`config.mk`:
```
export PLATFORM = sky130hd
export DESIGN_NAME = mux_lut_eval
export DESIGN_NICKNAME = d
export VERILOG_FILES = /design/src/rtl/mux_lut_eval.sv
export SDC_FILE = /design/constraint.sdc
export NUM_CORES = 1
export LEC_CHECK = 0
export CAP_MARGIN = 40
export CORE_UTILIZATION = 60
export DETAILED_ROUTE_END_ITERATION = 8
export PLACE_DENSITY = 0.83
export REMOVE_ABC_BUFFERS = 1
export SLEW_MARGIN = 25
export SYNTH_ARGS = -nofsm -noshare
export SYNTH_HDL_FRONTEND = slang
export SYNTH_SLANG_ARGS = --single-unit
```
`constraint.sdc`:
```
create_clock -name clk -period 3.9 [get_ports clk]
set_input_delay 0.78 -clock clk [delete_from_list [all_inputs] [get_ports clk]]
set_output_delay 0.78 -clock clk [all_outputs]
set_load 0.005 [all_outputs]
```
`src/rtl/mux_lut_eval.sv`:
```
// Serially loaded SEL_W-input lookup table with a two-stage evaluation pipeline.
// Optional feature macro: MUX_LUT_PARITY_EN (adds an even-parity bit to every table load).
module mux_lut_eval #(
    parameter int unsigned SEL_W = 3
) (
    input  logic             clk,
    input  logic             rst_n,
    input  logic             cfg_start,
    input  logic             cfg_vld,
    input  logic             cfg_bit,
    output logic             cfg_done,
    output logic             cfg_err,
    input  logic             in_vld,
    input  logic [SEL_W-1:0] in_sel,
    output logic             in_rdy,
    output logic             out_vld,
    output logic             out_l,
    output logic             loading
);

    localparam int unsigned TBL_D = 1 << SEL_W;
`ifdef MUX_LUT_PARITY_EN
    localparam int unsigned NUM_BITS = TBL_D + 1;
`else
    localparam int unsigned NUM_BITS = TBL_D;
`endif
    localparam logic [SEL_W:0] CNT_ONE = (SEL_W + 1)'(1);
    localparam logic [SEL_W:0] CNT_TBL = (SEL_W + 1)'(TBL_D);
    localparam logic [SEL_W:0] CNT_END = (SEL_W + 1)'(NUM_BITS - 1);

    typedef enum logic [1:0] {
        StEmpty,
        StLoad,
        StActive,
        StReload
    } state_e;

    state_e             r_state;
    logic [SEL_W:0]     r_bit_cnt;
    logic [TBL_D-1:0]   r_shadow;
    logic [TBL_D-1:0]   r_active;
    logic               r_cfg_done;
    logic               r_cfg_err;
    logic               r_in_rdy;
    logic               r_loading;
    logic               r_s1_vld;
    logic [SEL_W-1:0]   r_s1_sel;
    logic               r_out_vld;
    logic               r_out_l;

    logic [TBL_D-1:0]   w_shadow_wr;
    logic               w_last;

    always_comb begin
        w_shadow_wr = r_shadow;
        if (r_bit_cnt < CNT_TBL) begin
            w_shadow_wr[r_bit_cnt[SEL_W-1:0]] = cfg_bit;
        end
    end

    assign w_last = (r_bit_cnt == CNT_END);

`ifdef MUX_LUT_PARITY_EN
    logic w_par_ok;
    assign w_par_ok = ((^r_shadow) == cfg_bit);
`endif

    always_ff @(posedge clk or negedge rst_n) begin
        if (!rst_n) begin
            r_state    <= StEmpty;
            r_bit_cnt  <= '0;
            r_shadow   <= '0;
            r_active   <= '0;
            r_cfg_done <= 1'b0;
            r_cfg_err  <= 1'b0;
            r_in_rdy   <= 1'b0;
            r_loading  <= 1'b0;
        end else begin
            r_cfg_done <= 1'b0;
            r_cfg_err  <= 1'b0;
            unique case (r_state)
                StEmpty: begin
                    if (cfg_start) begin
                        r_state   <= StLoad;
                        r_loading <= 1'b1;
                        r_bit_cnt <= '0;
                        r_shadow  <= '0;
                    end
                end
                StActive: begin
                    if (cfg_start) begin
                        r_state   <= StReload;
                        r_loading <= 1'b1;
                        r_bit_cnt <= '0;
                        r_shadow  <= '0;
                    end
                end
                StLoad, StReload: begin
                    // A restart wins over a simultaneous data bit.
                    if (cfg_start) begin
                        r_bit_cnt <= '0;
                        r_shadow  <= '0;
                    end else if (cfg_vld) begin
                        r_bit_cnt <= r_bit_cnt + CNT_ONE;
                        r_shadow  <= w_shadow_wr;
                        if (w_last) begin
                            r_bit_cnt <= '0;
                            r_loading <= 1'b0;
`ifdef MUX_LUT_PARITY_EN
                            if (w_par_ok) begin
                                r_active   <= r_shadow;
                                r_state    <= StActive;
                                r_in_rdy   <= 1'b1;
                                r_cfg_done <= 1'b1;
                            end else begin
                                r_cfg_err <= 1'b1;
                                r_state   <= (r_state == StLoad) ? StEmpty : StActive;
                            end
`else
                            r_active   <= w_shadow_wr;
                            r_state    <= StActive;
                            r_in_rdy   <= 1'b1;
                            r_cfg_done <= 1'b1;
`endif
                        end
                    end
                end
                default: begin
                    r_state   <= StEmpty;
                    r_in_rdy  <= 1'b0;
                    r_loading <= 1'b0;
                end
            endcase
        end
    end

    // Stage 2 reads r_active before any same-edge commit, so it sees the old table.
    always_ff @(posedge clk or negedge rst_n) begin
        if (!rst_n) begin
            r_s1_vld  <= 1'b0;
            r_s1_sel  <= '0;
            r_out_vld <= 1'b0;
            r_out_l   <= 1'b0;
        end else begin
            r_s1_vld <= in_vld & r_in_rdy;
            if (in_vld & r_in_rdy) begin
                r_s1_sel <= in_sel;
            end
            r_out_vld <= r_s1_vld;
            if (r_s1_vld) begin
                r_out_l <= r_active[r_s1_sel];
            end
        end
    end

    assign cfg_done = r_cfg_done;
    assign cfg_err  = r_cfg_err;
    assign in_rdy   = r_in_rdy;
    assign loading  = r_loading;
    assign out_vld  = r_out_vld;
    assign out_l    = r_out_l;

endmodule
```
==> run summary, run 1 <==
result of the run: finished, final reports clean
number of global-route vias before repair: 1005
Cell Pwr Density: 366.9 mW/mm^2
H-Tree Level Count: 2
largest net degree at the start of global routing: 31
routed vias: 992
portion of synthesized cell area occupied by the leading cell type: 49.10%
final weighted congestion in routability-driven placement: 0.7135
Chip Height: 52.48 microns
simple-gate area share of the yosys netlist: 14.89%
CP required: 4.14 ns
setup TNS: 0 ns
biggest area consumer among synthesized cells: dfrtp_1
number of clock sinks seen by CTS: 30
adder-cell share of the synthesized area: 0.8183%
initial antenna violation count: 0
hold path cells: 0
peak fanout along the critical path: 15
Routed Wire Length: 2.616 mm
Seq/Total Area, Yosys: 49.10%
number of hold buffers added after CTS: 0
transition at the pin with the smallest max-transition slack: 0.5670 ns
global router's overall resource usage: 23.67%
detailed placement HPWL: 1.814 mm
ranking of synthesized cells by area: dfrtp_1 (49%), mux2i_1 (9.8%), mux2_2 (3.7%)
CTS Buffer Depth: 2
synthesis warning total: 0
DRC Markers: 0
critical path arrival: 2.33 ns
final count of pins violating max slew: 0
synth cell count leaders: dfrtp_1 (30), mux2i_1 (15), inv_1 (10)
beginning of the worst hold path: r_s1_vld
root buf cell: clkbuf_4
Setup violations, final: 0
worst flop-to-flop path startpoint: r_bit_cnt[1]
starting utilization of the core area: 66.56%
die boundary width: 52.48 microns
overall die area: 0.002754 sq mm
cell with the largest stage delay on the worst path: clkdlybuf4s50_1
Post-synth top flop: dfrtp_1
P&R area growth vs syn: 11.29%
Mapped Cells: 129
category of the most critical setup path: in -> reg
fraction of synthesis flops using an asynchronous set or reset pin: 100.0%
setup repair bufs after CTS: 0
worst hold-check path type: reg -> reg
count of nets after finishing: 150
period utilisation layout: 53.44%
Layout fillers: 164
total grt overflow: 0
unrepaired setup endpoints after global routing: no
cells traversed along the worst timing path: clkdlybuf4s50_1, nor3_2, buf_4, mux2_2
count of boundary I/O pins: 15
reg2reg path depth: 5
Crit path largest cell delay: 0.69 ns
Antenna Nets Post-Route: 0
final core utilization: 74.07%
I/O Buffers: 13
number of iterations in the first detailed-routing pass: 4
Final Hold Vio Count: 0
detailed router's first-iteration violation count: 19
cell area after synthesis: 0.001529 sq mm
combinational family with the most area after synthesis: multiplexers
total leakage power: 0.0007593 uW
detail-routed via count per cell: 5.870
Worst Clk Skew: 0.01363 ns
number of enable-type register cells in the synthesized netlist: 0
kind of end point of the critical path: register
register clock-pin slew on the reported worst setup and hold paths: 0.10 ns
number of violations of the max-capacitance limit: 0
hold-critical path endpoint: out_vld
WL/cell: 15.48 microns
syn_area_per_cell: 11.85 sq um
Distinct cells, synth: 39
library cell with the highest instance count after synthesis: dfrtp_1
clock latency reported for the late side of the worst-skew pair: 0.35 ns
synthesized flop and latch total: 30
fraction of layout cells with a size suffix above 1: 16.31%
Core Footprint: 0.002297 sq mm
fmax: 479.8 MHz
Largest delay share family, worst path: buffers and inverters
multiplexer share of the synthesized area: 18.17%
xor/xnor share of the synthesized area: 0.5728%
clock tree from TritonCTS: yes
worst vdd ir: 0.5680 mV
# diodes: 0
register-to-register setup slack: 1.95 ns
Crit Reg-Reg Endpoint: r_active[0]
Post-CTS Resized: 0
global-route wire length before repair: 4.443 mm
element type at the critical path start: input port
Placement Rows: 17
sum of buffers and inverters on the critical path: 2
cts bufs inserted: 5
Min Clock Period, post-route: 2.084 ns
complex-gate fraction of the synthesized area: 8.183%
Max transition margin: 62.08%
[placed cells by master, fill, tap and decap left out, types with 2 or more instances in the layout]
| cell type | instances |
|---|---|
| a211oi_1 | 4 |
| a21oi_1 | 7 |
| and4bb_1 | 3 |
| buf_4 | 2 |
| clkbuf_4 | 5 |
| clkdlybuf4s50_1 | 13 |
| clkinv_2 | 2 |
| dfrtp_1 | 30 |
| inv_1 | 10 |
| mux2_1 | 3 |
| mux2_2 | 5 |
| mux2i_1 | 15 |
| nand2_1 | 5 |
| nand3_1 | 3 |
| nand4_1 | 2 |
| nand4b_1 | 2 |
| nor2_1 | 7 |
| o31ai_1 | 2 |
[area by class of cell]
type | count | area (sq um) | area share (%)
repair buffers | 15 | 145.1 | 8.529
multi-input cells | 78 | 655.6 | 38.53
inverters | 10 | 37.54 | 2.206
flip-flops and latches | 30 | 750.7 | 44.12
clock inverters | 3 | 40.04 | 2.353
clock buffers | 5 | 37.54 | 2.206
well taps | 28 | 35.03 | 2.059
[layer usage]
layer	share of wire, %	wire length [microns]	GRT usage, %
met1	45	1167	28.76
met2	48	1256	35.65
met3	4.3	112	9.565
met4	3.0	79	12.72
met5	0	0	0
[worst reg2reg max path: stages (launching register included)]
cell,delay (ns)
dfrtp_1,0.64
ha_1,0.31
nand4b_1,0.18
nor3_2,0.14
buf_4,0.23
mux2_2,0.36
[how the worst max path moves through the flow]
stage / start / to / slack [ns] / cells after the start
3_3_place_gp: cfg_start / r_active[0] / 1.48 / 4
2_1_floorplan: r_bit_cnt[1] / r_active[0] / 1.89 / 4
3_5_place_dp: cfg_start / r_active[1] / 1.45 / 4
5_1_grt: cfg_start / r_active[0] / 1.75 / 4
4_1_cts: cfg_start / r_active[1] / 1.82 / 4
6_report: cfg_start / r_active[0] / 1.82 / 4
[stage by stage]
stage                     power, uW  setup slack [ns]  area [sq um]  std cells  hold slack (ns)
after detailed placement      387.8             1.451          1624        161           0.3950
after global routing          651.0             1.746          1702        169           0.4334
after CTS                     632.4             1.823          1702        169           0.4226
final                         624.2             1.816          1702        169           0.4200
after global placement        385.4             1.483          1624        161           0.3767
after floorplan               359.2             1.889          1444        118           0.3742
[state kept, by name, summed over array words and instances (netlist names)]
signal	flops
loading	1
r_s1_sel	3
r_shadow	8
out_vld	1
in_rdy	1
r_state	1
cfg_done	1
r_active	8
r_s1_vld	1
out_l	1
r_bit_cnt	4
[where the power goes]
part           internal (uW)  switching, uW  leakage (uW)
logic                   25.1           26.6      0.000334
registers                319           10.4      0.000380
clock network            133            111     0.0000450
total                    477            148      0.000759
[cell families after synthesis]
| family | Yosys count |
|---|---|
| simple gates | 32 |
| flops | 30 |
| mux | 25 |
| buf+inv | 21 |
| compound gates | 18 |
| fa+ha+maj | 1 |
| other cells | 1 |
| xor+xnor | 1 |
Power figures use the tool's default switching activity.
==> run 2, diff against run 1 <==
--- a/config.mk
+++ b/config.mk
@@ -6,9 +6,9 @@
 export NUM_CORES = 1
 export LEC_CHECK = 0
 export CAP_MARGIN = 40
-export CORE_UTILIZATION = 60
+export CORE_UTILIZATION = 55
 export DETAILED_ROUTE_END_ITERATION = 8
-export PLACE_DENSITY = 0.83
+export PLACE_DENSITY = 0.77
 export REMOVE_ABC_BUFFERS = 1
 export SLEW_MARGIN = 25
 export SYNTH_ARGS = -nofsm -noshare
==> constraint.sdc (replaced) <==
create_clock -name clk -period 1.96 [get_ports clk]
set_input_delay 0.392 -clock clk [delete_from_list [all_inputs] [get_ports clk]]
set_output_delay 0.392 -clock clk [all_outputs]
set_load 0.005 [all_outputs]
==> run summary, run 2 (synthesis gave the netlist of run 1 again) <==
count of placed standard cells including taps: 170 (was 161)
kind of end point of the critical path: register (unchanged)
overall die area: 0.002995 sq mm (was 0.002754 sq mm)
worst hold-check path type: reg -> reg (unchanged)
count of nets after finishing: 157 (was 150)
worst flop-to-flop path startpoint: r_bit_cnt[3] (was r_bit_cnt[1])
clock tree from TritonCTS: yes (unchanged)
Placement Rows: 18 (was 17)
die boundary width: 54.73 microns (was 52.48 microns)
I/O Buffers: 13 (unchanged)
fraction of layout cells with a size suffix above 1: 20.27% (was 16.31%)
Worst Setup EP: r_active[1] (was r_active[0])
# diodes: 0 (unchanged)
count of boundary I/O pins: 15 (unchanged)
number of global-route vias before repair: 948 (was 1005)
register-to-register setup slack: 0.20 ns (was 1.95 ns)
CTS Buffer Depth: 2 (unchanged)
peak fanout along the critical path: 14 (was 15)
cell with the largest stage delay on the worst path: dfrtp_1 (was clkdlybuf4s50_1)
period utilisation layout: 90.02%
largest net degree at the start of global routing: 31 (unchanged)
fmax: 566.7 MHz
clock latency reported for the late side of the worst-skew pair: 0.33 ns (was 0.35 ns)
commonest cells after routing, fill and taps aside: dfrtp_1 (30), mux2i_1 (15), clkdlybuf4s50_1 (13) (unchanged)
starting utilization of the core area: 60.08% (was 66.56%)
Storage cell area: 750.7 sq um (unchanged)
number of clock sinks seen by CTS: 30 (unchanged)
worst vdd ir: 0.6481 mV (was 0.5680 mV)
commonest non-fill, non-tap cell in the layout: dfrtp_1 (unchanged)
number of hold buffers added after CTS: 0 (unchanged)
global router's overall resource usage: 21.66% (was 23.67%)
Setup violations, final: 0 (unchanged)
area taken by multi-input logic gates: 655.6 sq um (unchanged)
register clock-pin slew on the reported worst setup and hold paths: 0.10 ns (about the same)
Min Clock Period, post-route: 1.764 ns
Core Footprint: 0.002545 sq mm (was 0.002297 sq mm)
Worst Clk Skew: 0.009082 ns (was 0.01363 ns)
CP required: 2.19 ns (was 4.14 ns)
Crit path largest cell delay: 0.57 ns (was 0.69 ns)
Antenna Nets Post-Route: 0 (unchanged)
number of violations of the max-capacitance limit: 0 (unchanged)
final worst slack: 0.1955 ns (was 1.816 ns)
number of standard cells in the layout, taps in and fillers out: 178 (was 169)
cts bufs inserted: 5 (unchanged)
largest registers in the final layout: r_active x8, r_shadow x8, r_bit_cnt x4 (unchanged)
detailed placement HPWL: 1.950 mm (was 1.814 mm)
overall power of the completed layout: 1160 uW (was 624.2 uW)
unrepaired setup endpoints after global routing: no (unchanged)
routed vias: 1020 (was 992)
critical path arrival: 1.99 ns (was 2.33 ns)
final weighted congestion in routability-driven placement: 0.7839 (was 0.7135)
final count of pins violating max slew: 0 (unchanged)
Cell Pwr Density: 665.3 mW/mm^2 (was 366.9 mW/mm^2)
total leakage power: 0.0007838 uW (was 0.0007593 uW)
reg2reg path depth: 3 (was 5)
Layout fillers: 188 (was 164)
category of the most critical setup path: reg -> reg (was in -> reg)
total grt overflow: 0 (unchanged)
Post-CTS Resized: 0 (unchanged)
H-Tree Level Count: 2 (unchanged)
detailed router's first-iteration violation count: 19 (unchanged)
DRC Markers: 0 (unchanged)
setup repair bufs after CTS: 0 (unchanged)
Crit Reg-Reg Endpoint: r_active[1] (was r_active[0])
result of the run: finished, final reports clean (unchanged)
initial antenna violation count: 0 (unchanged)
Routed Wire Length: 2.730 mm (was 2.616 mm)
WL/cell: 15.34 microns (was 15.48 microns)
cells traversed along the worst timing path: nor4b_2, mux2_1, mux2_2 (was clkdlybuf4s50_1, nor3_2, buf_4, mux2_2)
global-route wire length before repair: 4.326 mm (was 4.443 mm)
element type at the critical path start: register (was input port)
Final Hold Vio Count: 0 (unchanged)
number of iterations in the first detailed-routing pass: 4 (unchanged)
detail-routed via count per cell: 5.730 (was 5.870)
Place WS: 0.08914 ns (was 1.451 ns)
P&R area growth vs syn: 13.99% (was 11.29%)
Chip Height: 54.73 microns (was 52.48 microns)
root buf cell: clkbuf_4 (unchanged)
Setup crit start: r_bit_cnt[3] (was cfg_start)
[run 2: worst min-delay path by stage]
| stage | start | to | slack, ns | cells after the start |
|---|---|---|---|---|
| 2_1_floorplan | rst_n | cfg_done | 0.1 | 0 |
| 3_3_place_gp | r_s1_vld | out_vld | 0.38 | 0 |
| 3_5_place_dp | r_s1_vld | out_vld | 0.38 | 0 |
| 4_1_cts | r_s1_vld | out_vld | 0.41 | 0 |
| 5_1_grt | r_s1_vld | out_vld | 0.42 | 0 |
| 6_report | r_s1_vld | out_vld | 0.41 | 0 |
[run 2: per-stage QoR]
stage	instance area (sq um)	TNS, ns	hold slack (ns)	utilization [%]
4_1_cts	1743	0	0.4052	68.49
5_1_grt	1743	0	0.4246	68.49
2_1_floorplan	1444	-0.1015	0.09641	-
6_report	1743	0	0.4094	68.49
3_3_place_gp	1679	0	0.3785	65.98
3_5_place_dp	1679	0	0.3830	65.98
[run 2: report_power, final]
group / switching, uW / internal [uW]
Sequential: 13.6 / 635
Combinational: 64.0 / 58.6
Clock: 216 / 172
Total: 294 / 866
[run 2: metal layers]
metal	global-route usage, %	routed length (microns)
met4	8.974	31
met1	28.35	1291
met3	6.667	83
met5	0	0
met2	32.93	1322
[run 2: layout make-up]
| class | count | share of cell area, % |
|---|---|---|
| sequential | 30 | 43.07 |
| clock inverter | 2 | 0.7179 |
| tap | 30 | 2.154 |
| timing repair buffer | 22 | 11.34 |
| multi-input combinational | 78 | 37.62 |
| clock buffer | 6 | 2.943 |
| inverter | 10 | 2.154 |
[run 2: critical path: cells and delay by family, from the launching register on]
kind / cells / cell delay, ns
multiplexers: 2 / 0.62
AND/OR/NAND/NOR: 1 / 0.47
flip-flops: 1 / 0.57
